File: src/rtl/cpu_pkg.sv
// cpu_pkg: shared core constants and the fetch-queue entry type.
package cpu_pkg;
    localparam int FQ_DEPTH = 4;
    localparam int INSTR_W = 32;
    localparam int PC_W = 32;
    localparam logic [PC_W-1:0] TEXT_BASE = 32'h0000_3000;
    localparam logic [INSTR_W-1:0] NOP_INSTR = 32'h0000_0000;

    typedef struct packed {
        logic [PC_W-1:0]    pc;
        logic [INSTR_W-1:0] instr;
    } fq_entry_t;
endpackage

File: src/rtl/fetch_queue.sv
// fetch_queue: in-order {pc, instr} prefetch buffer between fetch and decode, with flush on redirect.
module fetch_queue
    import cpu_pkg::*;
#(
    parameter int DEPTH = FQ_DEPTH,
    parameter int PTR_W = $clog2(DEPTH)
) (
    input  logic               clk,
    input  logic               reset,
    input  logic               flush,
    input  logic               in_valid,
    output logic               in_ready,
    input  logic [PC_W-1:0]    in_pc,
    input  logic [INSTR_W-1:0] in_instr,
    output logic               out_valid,
    input  logic               out_ready,
    output logic [PC_W-1:0]    out_pc,
    output logic [INSTR_W-1:0] out_instr,
    output logic [PTR_W:0]     count
);
    localparam logic [PTR_W:0] FULL = (PTR_W+1)'(DEPTH);

    fq_entry_t        mem_q [DEPTH];
    logic [PTR_W-1:0] wr_ptr_q, wr_ptr_d, rd_ptr_q, rd_ptr_d;
    logic [PTR_W:0]   cnt_q, cnt_d;
    logic             push, pop;

    always_comb begin
        in_ready  = cnt_q != FULL;
        out_valid = cnt_q != '0;
        push      = in_valid & in_ready & ~flush;
        pop       = out_valid & out_ready & ~flush;
        wr_ptr_d  = flush ? '0 : wr_ptr_q + PTR_W'(push);
        rd_ptr_d  = flush ? '0 : rd_ptr_q + PTR_W'(pop);
        cnt_d     = flush ? '0 : cnt_q + (PTR_W+1)'(push) - (PTR_W+1)'(pop);
    end

    always_ff @(posedge clk or posedge reset) begin
        if (reset) begin
            wr_ptr_q <= '0;
            rd_ptr_q <= '0;
            cnt_q    <= '0;
        end else begin
            wr_ptr_q <= wr_ptr_d;
            rd_ptr_q <= rd_ptr_d;
            cnt_q    <= cnt_d;
        end
    end

    // Storage is deliberately left out of reset; out_valid gates what decode sees.
    always_ff @(posedge clk) begin
        if (push) mem_q[wr_ptr_q] <= '{pc: in_pc, instr: in_instr};
    end

    always_comb begin
        out_pc    = out_valid ? mem_q[rd_ptr_q].pc : '0;
        out_instr = out_valid ? mem_q[rd_ptr_q].instr : NOP_INSTR;
        count     = cnt_q;
    end

    a_cnt_bound: assert property (@(posedge clk) disable iff (reset) cnt_q <= FULL);
endmodule

File: config.mk
export PLATFORM = sky130hd
export DESIGN_NAME = fetch_queue
export DESIGN_NICKNAME = d
export VERILOG_FILES = /design/src/rtl/cpu_pkg.sv /design/src/rtl/fetch_queue.sv
export SDC_FILE = /design/constraint.sdc
export NUM_CORES = 1
export LEC_CHECK = 0
export BUFFER_PORTS_ARGS = -buffer_cell sky130_fd_sc_hd__buf_2
export CORE_UTILIZATION = 51
export DETAILED_ROUTE_END_ITERATION = 10
export PLACE_DENSITY_LB_ADDON = 0.15
export SLEW_MARGIN = 20
export SYNTH_ARGS = -nofsm -noshare
export SYNTH_HDL_FRONTEND = slang
export SYNTH_SLANG_ARGS = --single-unit
export TNS_END_PERCENT = 100
File: constraint.sdc
create_clock -name clk -period 7.1 [get_ports clk]
set_input_delay 1.42 -clock clk [delete_from_list [all_inputs] [get_ports clk]]
set_output_delay 1.42 -clock clk [all_outputs]
set_load 0.02 [all_outputs]
## Word-level counts from Yosys, hierarchy flattened

Memories as Yosys holds them, arrays and structs flattened.
Cells that the tools add are included.

| storage, ports and cells | value |
|---|---|
| register bits after elaboration | 7 |
| RAM bits | 256 |
| input port bits | 69 |
| word-level logic and storage cells | 22 |
| memories | 1 |

Memories:

| memory | depth | bits a word | rd ports | clocked after memory_dff | write ports | RTL line | source |
|---|---|---|---|---|---|---|---|
| mem_q | 4 | 64 | 1 | 0 | 1 | fetch_queue.sv:23 | `fq_entry_t mem_q [DEPTH];` |

| cells by class | value |
|---|---|
| $add $sub $neg | 4 |
| eq/ne operators | 1 |
| mux-type cells | 7 |
| bitwise operators | 5 |
| reduce and logical (&&, ||, !) cells | 1 |

Operator list:

| cell | number |
|---|---|
| 2-to-1 mux 32 bit | 2 |
| adder 2 x 1 -> 2 bit | 2 |
| AND 1 bit | 4 |
| 2-to-1 mux 2 bit | 2 |
| adder 3 x 1 -> 3 bit | 1 |
| 2-to-1 mux 3 bit | 1 |
| != test 3 bit, second input constant | 1 |
| nonzero test 3 bit | 1 |
| subtractor 3 x 1 -> 3 bit | 1 |
| 2-to-1 mux 1 bit | 2 |
| NOT 1 bit | 1 |

## Longest topological paths before layout

Gate-level depths: netlist of the first run.

| logic depth | value |
|---|---|
| word-level depth | 6 |
| mapped depth | 10 |
| gate-level depth less buffers | 9 |

## Worst setup path before layout of the first run

No wires, ideal clock.

| path | value |
|---|---|
| path type | input to register |
| start point | input flush |
| end point | memory mem_q[1][0] (netlist name) (enable) |
| setup time | 0.666 ns |
| arrival time | 8.233 ns |
| slack | -1.799 ns |
| stages | 2 |
| cell sequence | nand2b_1 nor4b_1 |

| between the ends | value |
|---|---|
| cells in the longest elaborated chain, start to end | 4 |

RTL lines:

| element | RTL line | source |
|---|---|---|
| start, declared | fetch_queue.sv:10 | `input logic flush,` |
| NOT 1 bit | fetch_queue.sv:31 | `push = in_valid & in_ready & ~flush;` |
| AND 1 bit | fetch_queue.sv:31 |  |
| 2-to-1 mux 1 bit | fetch_queue.sv:52 | `if (push) mem_q[wr_ptr_q] <= '{pc: in_pc, instr: in_instr};` |
| 2-to-1 mux 1 bit (implied by the code) | fetch_queue.sv:52 |  |
| end, declared | fetch_queue.sv:23 |  |

No other way between the ends.

## Worst setup path in the final report of the first run

| path | value |
|---|---|
| start point | register rd_ptr_q[0] |
| end point | output out_pc[1] |

| between the ends | value |
|---|---|
| cells in the longest elaborated chain, start to end | 2 |

RTL lines:

| element | RTL line | source |
|---|---|---|
| start, declared | fetch_queue.sv:24 | `logic [PTR_W-1:0] wr_ptr_q, wr_ptr_d, rd_ptr_q, rd_ptr_d;` |
| start signal, assigned | fetch_queue.sv:45 | `rd_ptr_q <= rd_ptr_d;` |
| memory (4 x 64 bit) | n/a |  |
| 2-to-1 mux 32 bit | fetch_queue.sv:56 | `out_pc = out_valid ? mem_q[rd_ptr_q].pc : '0;` |
| end, declared | fetch_queue.sv:17 | `output logic [PC_W-1:0] out_pc,` |

No other way between the ends.

==> flow_summary.yaml, run 1 <==
timing:
  final_max_slew_viol_count: 0
  maxClockFrequency_mhz: 223
  finClkSkew_ns: 0.00590
  finalSetupViolCount: 0
  finalSetupTns_ns: 0
  finalCritPeriodShare_pct: 63.1
  tightestPinTransition_ns: 1.01
  rsz0062_at_grt: "false"
  period_minus_slack_ns: 4.48
  hold_viol: 0
  relSlewSlack_pct: 32.4
setup_path:
  cp_data_required_time_ns: 5.68
  crit_path_end_kind: "output pin"
  worstSetupStartpointType: "register"
  arrival_ns: 3.06
  cp_max_fo: 36
  r2r.worst_path.cells: 10
  path_class: "register to output pin"
synth:
  syn-instance-count: 441
  synth_fp_nets: 515
  yosys_warnings: 0
  async_flop_share_pct: 2.66
  synthFlopType: "edfxtp_1"
  synth.distinct_cells: 24
  syn_area_mm2: 0.0101
  syn-mean-instance-area_um2: 23.0
  synth.top_cell.area_share_pct: 75.8
  synth.ff_latch_count: 263
  synth_area_leaders: "edfxtp_1 76%, mux4_2 13%, and2_1 3.9%, dfrtp_1 1.7%, buf_12 1.2%"
  ys_seq_area_share_pct: 77.5
  synth_edf_count: 256
  yosysTopAreaCell: "edfxtp_1"
route:
  wire_per_inst_um: 20.7
  drt-initial-drc-count: 281
  vias: 4756
  wirelength_um: 18300
  routed_via_density: 5.38
  drc: 0
  firstDrtPassIters: 4
  ant_nets: 0
cells_and_area:
  final_util_pct: 61.4
  layout_common_cells: "256 x edfxtp_1, 137 x buf_2, 64 x and2_1, 60 x mux4_2, 27 x clkbuf_16"
  syn_to_final_growth_pct: 17.8
  multi_input_area_mm2: 0.00211
  final_common_cell: "edfxtp_1"
  n_fill_cell: 1402
  nNetsFinal: 671
  drive_above_1_share_pct: 40.9
  seqCellArea_mm2: 0.00787
global_routing:
  grt_pass1_wl_um: 27800
  antenna_found_initial: 2
  grt_pass1_vias: 5039
  grt-ovfl-total: 0
  grt_max_degree: 66
  grt_use_total_pct: 18.5
floorplan:
  die_x_um: 143
  rows: 51
  coreArea_mm2: 0.0195
  io_pins: 138
  die_y_um: 143
  initial_core_util_pct: 52.1
  die_area_mm2: 0.0205
clocking:
  cts_max_level: 1
  post-cts-setup-buffer-count: 0
  clk_latency_ns: 0.51
  cts_buffers: 26
  post_cts_resized: 0
  root_buffer: "clkbuf_16"
  clockBufferDepth: 3
  clkSinkCount: 263
  clk_pin_slew_ns: 0.06
  cts_hold_buf: 0
  cts_tree: "yes"
run_status:
  status: "finished clean"
placed_design:
  hpwl_um: 10800
  gp_congestion: 0.753
  numPortBuffers: 137
power_and_ir_drop:
  static-leakage-power_nw: 4.13
  p_total_w: 0.00403
  ir_worst_vdd_v: 0.000280
  powerDensity_mw_per_mm2: 338
job:
  drv_cap: 0
hold_path:
  whs_path_depth: 2
  min_path_type: "register to register"
[critical path: stages, from the launching register on]
cell and delay [ns]:
dfrtp_4 0.82, buf_4 0.69, mux4_1 0.64, and2_1 0.16, buf_2 0.15
[cell type report]
class	instances	share of cell area (%)
Antenna cell	3	0.0628
Clock buffer	38	6.25
Clock inverter	9	0.754
Inverter	4	0.126
Multi-Input combinational cell	153	17.6
Sequential cell	263	65.9
Tap cell	265	2.77
Timing Repair Buffer	149	6.52
[worst paths after layout]
| check | start | end | slack (ns) |
|---|---|---|---|
| max in group asynchronous | reset | rd_ptr_q[1] | 6.01 |
| min reg2reg | wr_ptr_q[1] | wr_ptr_q[1] | 0.67 |
| min in group asynchronous | reset | count[0] | 0.84 |
| max reg2reg | count[1] | count[2] | 4.02 |
| min | wr_ptr_q[1] | wr_ptr_q[1] | 0.67 |
| max | rd_ptr_q[0] | out_pc[1] | 2.62 |
[per-layer routing]
layer / share of wire, % / up-vias / GRT usage [%]
li1: - / 2120 / -
met1: 42 / 2478 / 25.1
met2: 50 / 128 / 30.6
met3: 5.5 / 28 / 3.69
met4: 1.6 / 2 / 5.49
met5: 0.049 / - / 0
[state kept, by name, summed over array words and instances, names as in the netlist]
| name | flops |
|---|---|
| mem_q | 256 |
| count | 3 |
| rd_ptr_q | 2 |
| wr_ptr_q | 2 |
[cells in the mapped netlist (2+ instances only)]
library cell  count
and2_1           64
nor4b_1           2
ha_1              4
nor2b_1           3
mux4_2           60
xnor2_1           2
dfrtp_1           7
clkbuf_1          7
edfxtp_1        256
buf_12            6
buf_2             7
nor2_1            5
inv_1             4
mux4_1            4
[cell families after synthesis]
kind of cell / synth area share, %
XOR/XNOR: 0.395
adder cells (fa/ha/maj): 0.691
buffers and inverters: 2.05
flip-flops: 77.5
multiplexers: 14.4
AND/OR/NAND/NOR: 5.00
[power by group]
| group | switching, W | total (W) | internal [W] |
|---|---|---|---|
| clock network | 0.000523 | 0.00132 | 0.000797 |
| logic | 0.000530 | 0.000889 | 0.000359 |
| registers | 0.0000495 | 0.00182 | 0.00178 |
| total | 0.00110 | 0.00403 | 0.00293 |
[per-stage QoR]
step           hold slack (ns)  worst slack, ns  instance area, um^2  cells
2_1_floorplan            0.548            -1.80                10100    441
3_3_place_gp             0.606             3.08                11100    833
3_5_place_dp             0.655             3.06                11100    833
4_1_cts                  0.671             2.51                11900    880
5_1_grt                  0.708             2.38                11900    882
6_report                 0.665             2.62                11900    884
Power figures use the tool's default switching activity.
==> run 2: changes to the inputs <==
==> constraint.sdc (replaced) <==
create_clock -name clk -period 4 [get_ports clk]
set_input_delay 0.8 -clock clk [delete_from_list [all_inputs] [get_ports clk]]
set_output_delay 0.8 -clock clk [all_outputs]
set_load 0.02 [all_outputs]
==> run 2 against run 1 <==
Register-to-register slack got worse by 2.7 ns. Sequential share of layout area increased by 0.055 points. Worst hold slack got worse by 0.45 ns. Non-clock buffer count increased by 2. Design area about the same. Setup slack got worse by 1.9 ns. Routed wire length decreased by 0.51%. Critical path type unchanged. Final cell count increased by 0.23%.
==> flow_summary.yaml, run 2 (synthesis results as in run 1) <==
clocking:
  clkSinkCount: 263
  cts_tree: "yes"
  root_buffer: "clkbuf_16"
  clk_latency_ns: 0.51
  clk_pin_slew_ns: 0.06
  post_cts_resized: 0
  cts_hold_buf: 0
  cts_max_level: 1
  clockBufferDepth: 3
  post-cts-setup-buffer-count: 0
  cts_buffers: 27
power_and_ir_drop:
  internal_power_w: 0.00505
  seq_power_share_pct: 45.7
  p_sw_w: 0.00199
  power_frac_clock_pct: 31.2
  static-leakage-power_nw: 4.12
  powerDensity_mw_per_mm2: 590
  ir_worst_vdd_v: 0.000388
  p_sw_share_pct: 28.2
  p_comb_share_pct: 23.1
timing:
  finalSetupTns_ns: 0
  rsz0062_at_grt: "false"
  finClkSkew_ns: 0.00888
  finalSetupViolCount: 0
  tightestPinTransition_ns: 0.603
  period_minus_slack_ns: 3.29
  final_max_slew_viol_count: 0
  hold_viol: 0
  maxClockFrequency_mhz: 303
  holdWs_ns: 0.218
  relSlewSlack_pct: 59.8
  finalCritPeriodShare_pct: 82.4
route:
  vias: 4714
  wirelength_um: 18200
  wire_per_inst_um: 20.5
  ant_nets: 0
  drc: 0
  firstDrtPassIters: 4
  routed_via_density: 5.32
  drt-initial-drc-count: 251
cells_and_area:
  nNetsFinal: 674
  layoutNonFillerInstCount: 886
  layout_common_cells: "256 x edfxtp_1, 137 x buf_2, 64 x and2_1, 60 x mux4_2, 27 x clkbuf_16"
  final_common_cell: "edfxtp_1"
  drive_above_1_share_pct: 40.6
  largest_register: "mem_q"
  syn_to_final_growth_pct: 17.7
  largest_reg_flops: 256
hold_path:
  min_path_type: "primary input to asynchronous set/reset pin"
placed_design:
  numPortBuffers: 137
  place_inst: 836
  hpwl_um: 10600
  gp_congestion: 0.722
floorplan:
  die_y_um: 143
  io_pins: 138
  coreArea_mm2: 0.0195
  rows: 51
  die_area_mm2: 0.0205
  initial_core_util_pct: 52.1
  die_x_um: 143
setup_path:
  worstSetupStartpointType: "register"
  cp_data_required_time_ns: 3.20
  cp_max_fo: 18
  path_class: "register to output pin"
  crit_path_end_kind: "output pin"
  arrival_ns: 2.49
job:
  drv_cap: 0
global_routing:
  grt_max_degree: 47
  grt_pass1_wl_um: 28300
  grt-ovfl-total: 0
  antenna_found_initial: 2
  grt_use_total_pct: 18.7
  grt_pass1_vias: 5164
run_status:
  status: "finished clean"
run 2: cell count changes in the layout (fill, tap and decap cells not counted), moves of 2 or more:
cell	delta
buf_12	+2
diode_2	-2
bufinv_16	-2
clkinv_2	+2
nor4b_4	+2
clkbuf_1	+5
clkbuf_8	-3
nor4b_2	-2
run 2: power groups by stage:
stage | Combinational (W) | Clock [W] | Sequential (W)
after global routing | 0.00176 | 0.00236 | 0.00323
final | 0.00163 | 0.00220 | 0.00322
after global placement | 0.00165 | 0 | 0.00327
after detailed placement | 0.00166 | 0 | 0.00328
after floorplan | 0.00115 | 0 | 0.00326
after CTS | 0.00166 | 0.00226 | 0.00322
run 2: stage by stage:
stage / setup WS [ns] / util [%] / area [um^2] / total power [W]
2_1_floorplan: -1.13 / - / 10200 / 0.00441
3_3_place_gp: 1.08 / 57.4 / 11200 / 0.00492
3_5_place_dp: 1.05 / 57.4 / 11200 / 0.00493
4_1_cts: 0.653 / 61.3 / 11900 / 0.00714
5_1_grt: 0.555 / 61.3 / 11900 / 0.00735
6_report: 0.705 / 61.3 / 11900 / 0.00704
run 2: worst paths after layout:
path	endpoint	start	cells past startpoint	slack [ns]
worst max-delay path	out_instr[31]	rd_ptr_q[0]	4	0.71
worst min register to register	count[2]	count[2]	2	0.70
min in group clk	mem_q[2][19]	in_instr[19]	1	0.50
worst min-delay path	count[2]	reset	2	0.22
worst max register to register	count[2]	count[1]	9	1.32
max in group asynchronous	rd_ptr_q[0]	reset	2	3.52
run 2: layout make-up:
| type | count | area [um^2] |
|---|---|---|
| fillers | 1412 | 7520 |
| clock buffers | 40 | 724 |
| flip-flops and latches | 263 | 7870 |
| repair buffers | 151 | 816 |
| multi-input cells | 153 | 2130 |
| well taps | 265 | 332 |
| diodes | 1 | 2.50 |
| clock inverters | 9 | 45.0 |
| inverters | 4 | 15.0 |
run 2: critical path, stage by stage, from the launching register on:
cell and delay, ns:
dfrtp_4 0.67, buf_4 0.37, mux4_1 0.61, and2_1 0.17, buf_2 0.15
run 2: per-layer routing:
metal / track usage, % / part of all wire (%) / vias up
met2: 31.7 / 51 / 117
met5: 0 / 0.072 / -
met3: 3.99 / 5.3 / 27
met4: 5.38 / 1.5 / 2
met1: 24.5 / 43 / 2446
li1: - / - / 2122
==> run 3: changes to the inputs <==
==> constraint.sdc (replaced) <==
create_clock -name clk -period 2.8 [get_ports clk]
set_input_delay 0.56 -clock clk [delete_from_list [all_inputs] [get_ports clk]]
set_output_delay 0.56 -clock clk [all_outputs]
set_load 0.02 [all_outputs]
==> run 3 against run 2 <==
Non-clock buffer count up 3. Clock-buffer cell count shrank 5. Sequential share of layout area decreased by 1.6 points. First-iteration DRC count rose by 5.6%. Die area unchanged. Global-route usage is 0.14 points lower. Design area rose by 2.5%. Critical path depth did not move. Setup slack got worse by 0.60 ns. Sequential power is 42% higher. Register-to-register slack got worse by 0.97 ns. Worst hold slack better by 0.028 ns.
==> flow_summary.yaml, run 3 (synthesis results as in run 1) <==
cells_and_area:
  multi_input_area_mm2: 0.00215
  layoutNonFillerInstCount: 893
  largest_register: "mem_q"
  seqCellArea_mm2: 0.00787
  final_common_cell: "edfxtp_1"
  layout_common_cells: "256 x edfxtp_1, 137 x buf_2, 64 x and2_1, 60 x mux4_2, 29 x clkbuf_16"
  fin_area_mm2: 0.0122
  n_fill_cell: 1351
  largest_reg_flops: 256
  nNetsFinal: 678
  syn_to_final_growth_pct: 20.7
  drive_above_1_share_pct: 42.7
global_routing:
  grt-ovfl-total: 0
  grt_max_degree: 66
  grt.busiest_layer: "met2"
  grt_pass1_wl_um: 28000
  use_met2_pct: 31.3
  use_met1_pct: 24.7
  antenna_found_initial: 3
  grt_use_total_pct: 18.6
  grt_pass1_vias: 5134
  grt_util_met3_pct: 4.12
job:
  drv_cap: 0
placed_design:
  gp_congestion: 0.739
  placed_cell_area_mm2: 0.0113
  hpwl_um: 10800
  place_inst: 838
  numPortBuffers: 137
setup_path:
  worstSetupStartpointType: "register"
  crit_path_end_kind: "output pin"
  cp_data_required_time_ns: 2.24
  path_class: "register to output pin"
  cp_max_fo: 65
  arrival_ns: 2.14
route:
  ant_nets: 0
  vias: 4743
  wire_per_inst_um: 20.2
  wirelength_um: 18000
  drt-initial-drc-count: 265
  drc: 0
  firstDrtPassIters: 4
  routed_via_density: 5.31
floorplan:
  die_y_um: 143
  rows: 51
  die_x_um: 143
  io_pins: 138
  coreArea_mm2: 0.0195
  die_area_mm2: 0.0205
  initial_core_util_pct: 52.1
clocking:
  root_buffer: "clkbuf_16"
  cts_max_level: 1
  cts_buffers: 28
  clockBufferDepth: 3
  post-cts-setup-buffer-count: 0
  cts_tree: "yes"
  clk_latency_ns: 0.52
  clk_pin_slew_ns: 0.06
  clkSinkCount: 263
run_status:
  status: "finished clean"
timing:
  rsz0062_at_grt: "false"
  relSlewSlack_pct: 62.0
  maxClockFrequency_mhz: 371
  finalSetupViolCount: 0
  period_minus_slack_ns: 2.70
  final_max_slew_viol_count: 0
  finalCritPeriodShare_pct: 96.3
  finClkSkew_ns: 0.0107
  tightestPinTransition_ns: 0.569
  hold_viol: 0
power_and_ir_drop:
  ir_worst_vdd_v: 0.000981
  static-leakage-power_nw: 4.24
  powerDensity_mw_per_mm2: 870
hold_path:
  min_path_type: "primary input to register"
-- run 3: changes by cell type in the layout (fill, tap and decap cells not counted), moves of 2 or more --
cell | previous run | this run
buf_12 | 2 | 8
buf_4 | 12 | 5
buf_6 | 0 | 2
bufinv_16 | 0 | 4
clkbuf_1 | 13 | 6
clkbuf_16 | 27 | 29
clkinv_2 | 5 | 8
clkinvlp_4 | 0 | 2
-- run 3: layout make-up --
cell class / instances / share of cell area, %
clock buffers: 35 / 6.11
clock inverters: 17 / 1.52
inverters: 4 / 0.123
repair buffers: 154 / 7.60
flip-flops and latches: 263 / 64.3
well taps: 265 / 2.71
multi-input cells: 153 / 17.6
diodes: 2 / 0.0409
-- run 3: power breakdown --
part | total [W] | internal, W | switching, W | leakage (nW)
clock | 0.00365 | 0.00226 | 0.00139 | 0.457
combinational | 0.00242 | 0.000979 | 0.00144 | 1.37
sequential | 0.00458 | 0.00450 | 0.0000756 | 2.41
-- run 3: routing by layer --
metal | vias to the layer above | part of all wire, %
li1 | 2139 | -
met1 | 2445 | 42
met2 | 130 | 51
met3 | 27 | 5.3
met4 | 2 | 1.5
met5 | - | 0.056
-- run 3: critical path, cell delays in order, from the launching register on --
cell	delay, ns
dfrtp_2	0.46
or3_2	0.51
buf_8	0.25
and2_1	0.21
buf_2	0.16
-- run 3: worst paths after layout --
kind / endpoint / cells past startpoint / from / slack [ns]
max: out_instr[0] / 4 / count[1] / 0.10
min reg2reg: count[1] / 2 / count[1] / 0.71
max reg2reg: count[2] / 9 / count[1] / 0.35
min in group asynchronous: wr_ptr_q[0] / 3 / reset / 0.51
min: mem_q[0][34] / 1 / in_pc[2] / 0.25
max in group asynchronous: rd_ptr_q[0] / 3 / reset / 2.03
-- run 3: stage by stage --
step / power [W] / setup slack, ns / util [%] / hold slack (ns) / TNS, ns
after floorplan: 0.00631 / -0.576 / - / 0.363 / -130.27
after global placement: 0.00705 / 0.334 / 57.9 / 0.503 / 0
after detailed placement: 0.00709 / 0.270 / 57.9 / 0.520 / 0
after CTS: 0.0108 / 0.00680 / 62.8 / 0.228 / 0
after global routing: 0.0111 / 0.0124 / 62.9 / 0.225 / 0
final: 0.0106 / 0.102 / 62.9 / 0.246 / 0
-- run 3: timing repair --
action / CTS / global route
hold endpoints to repair: 7 / 0
endpoints found under the setup margin: 64 / 19
cloned: 0 / 0
gates resized for setup: 2 / 6
hold buffers: 1 / 0
pin swaps: 0 / 0
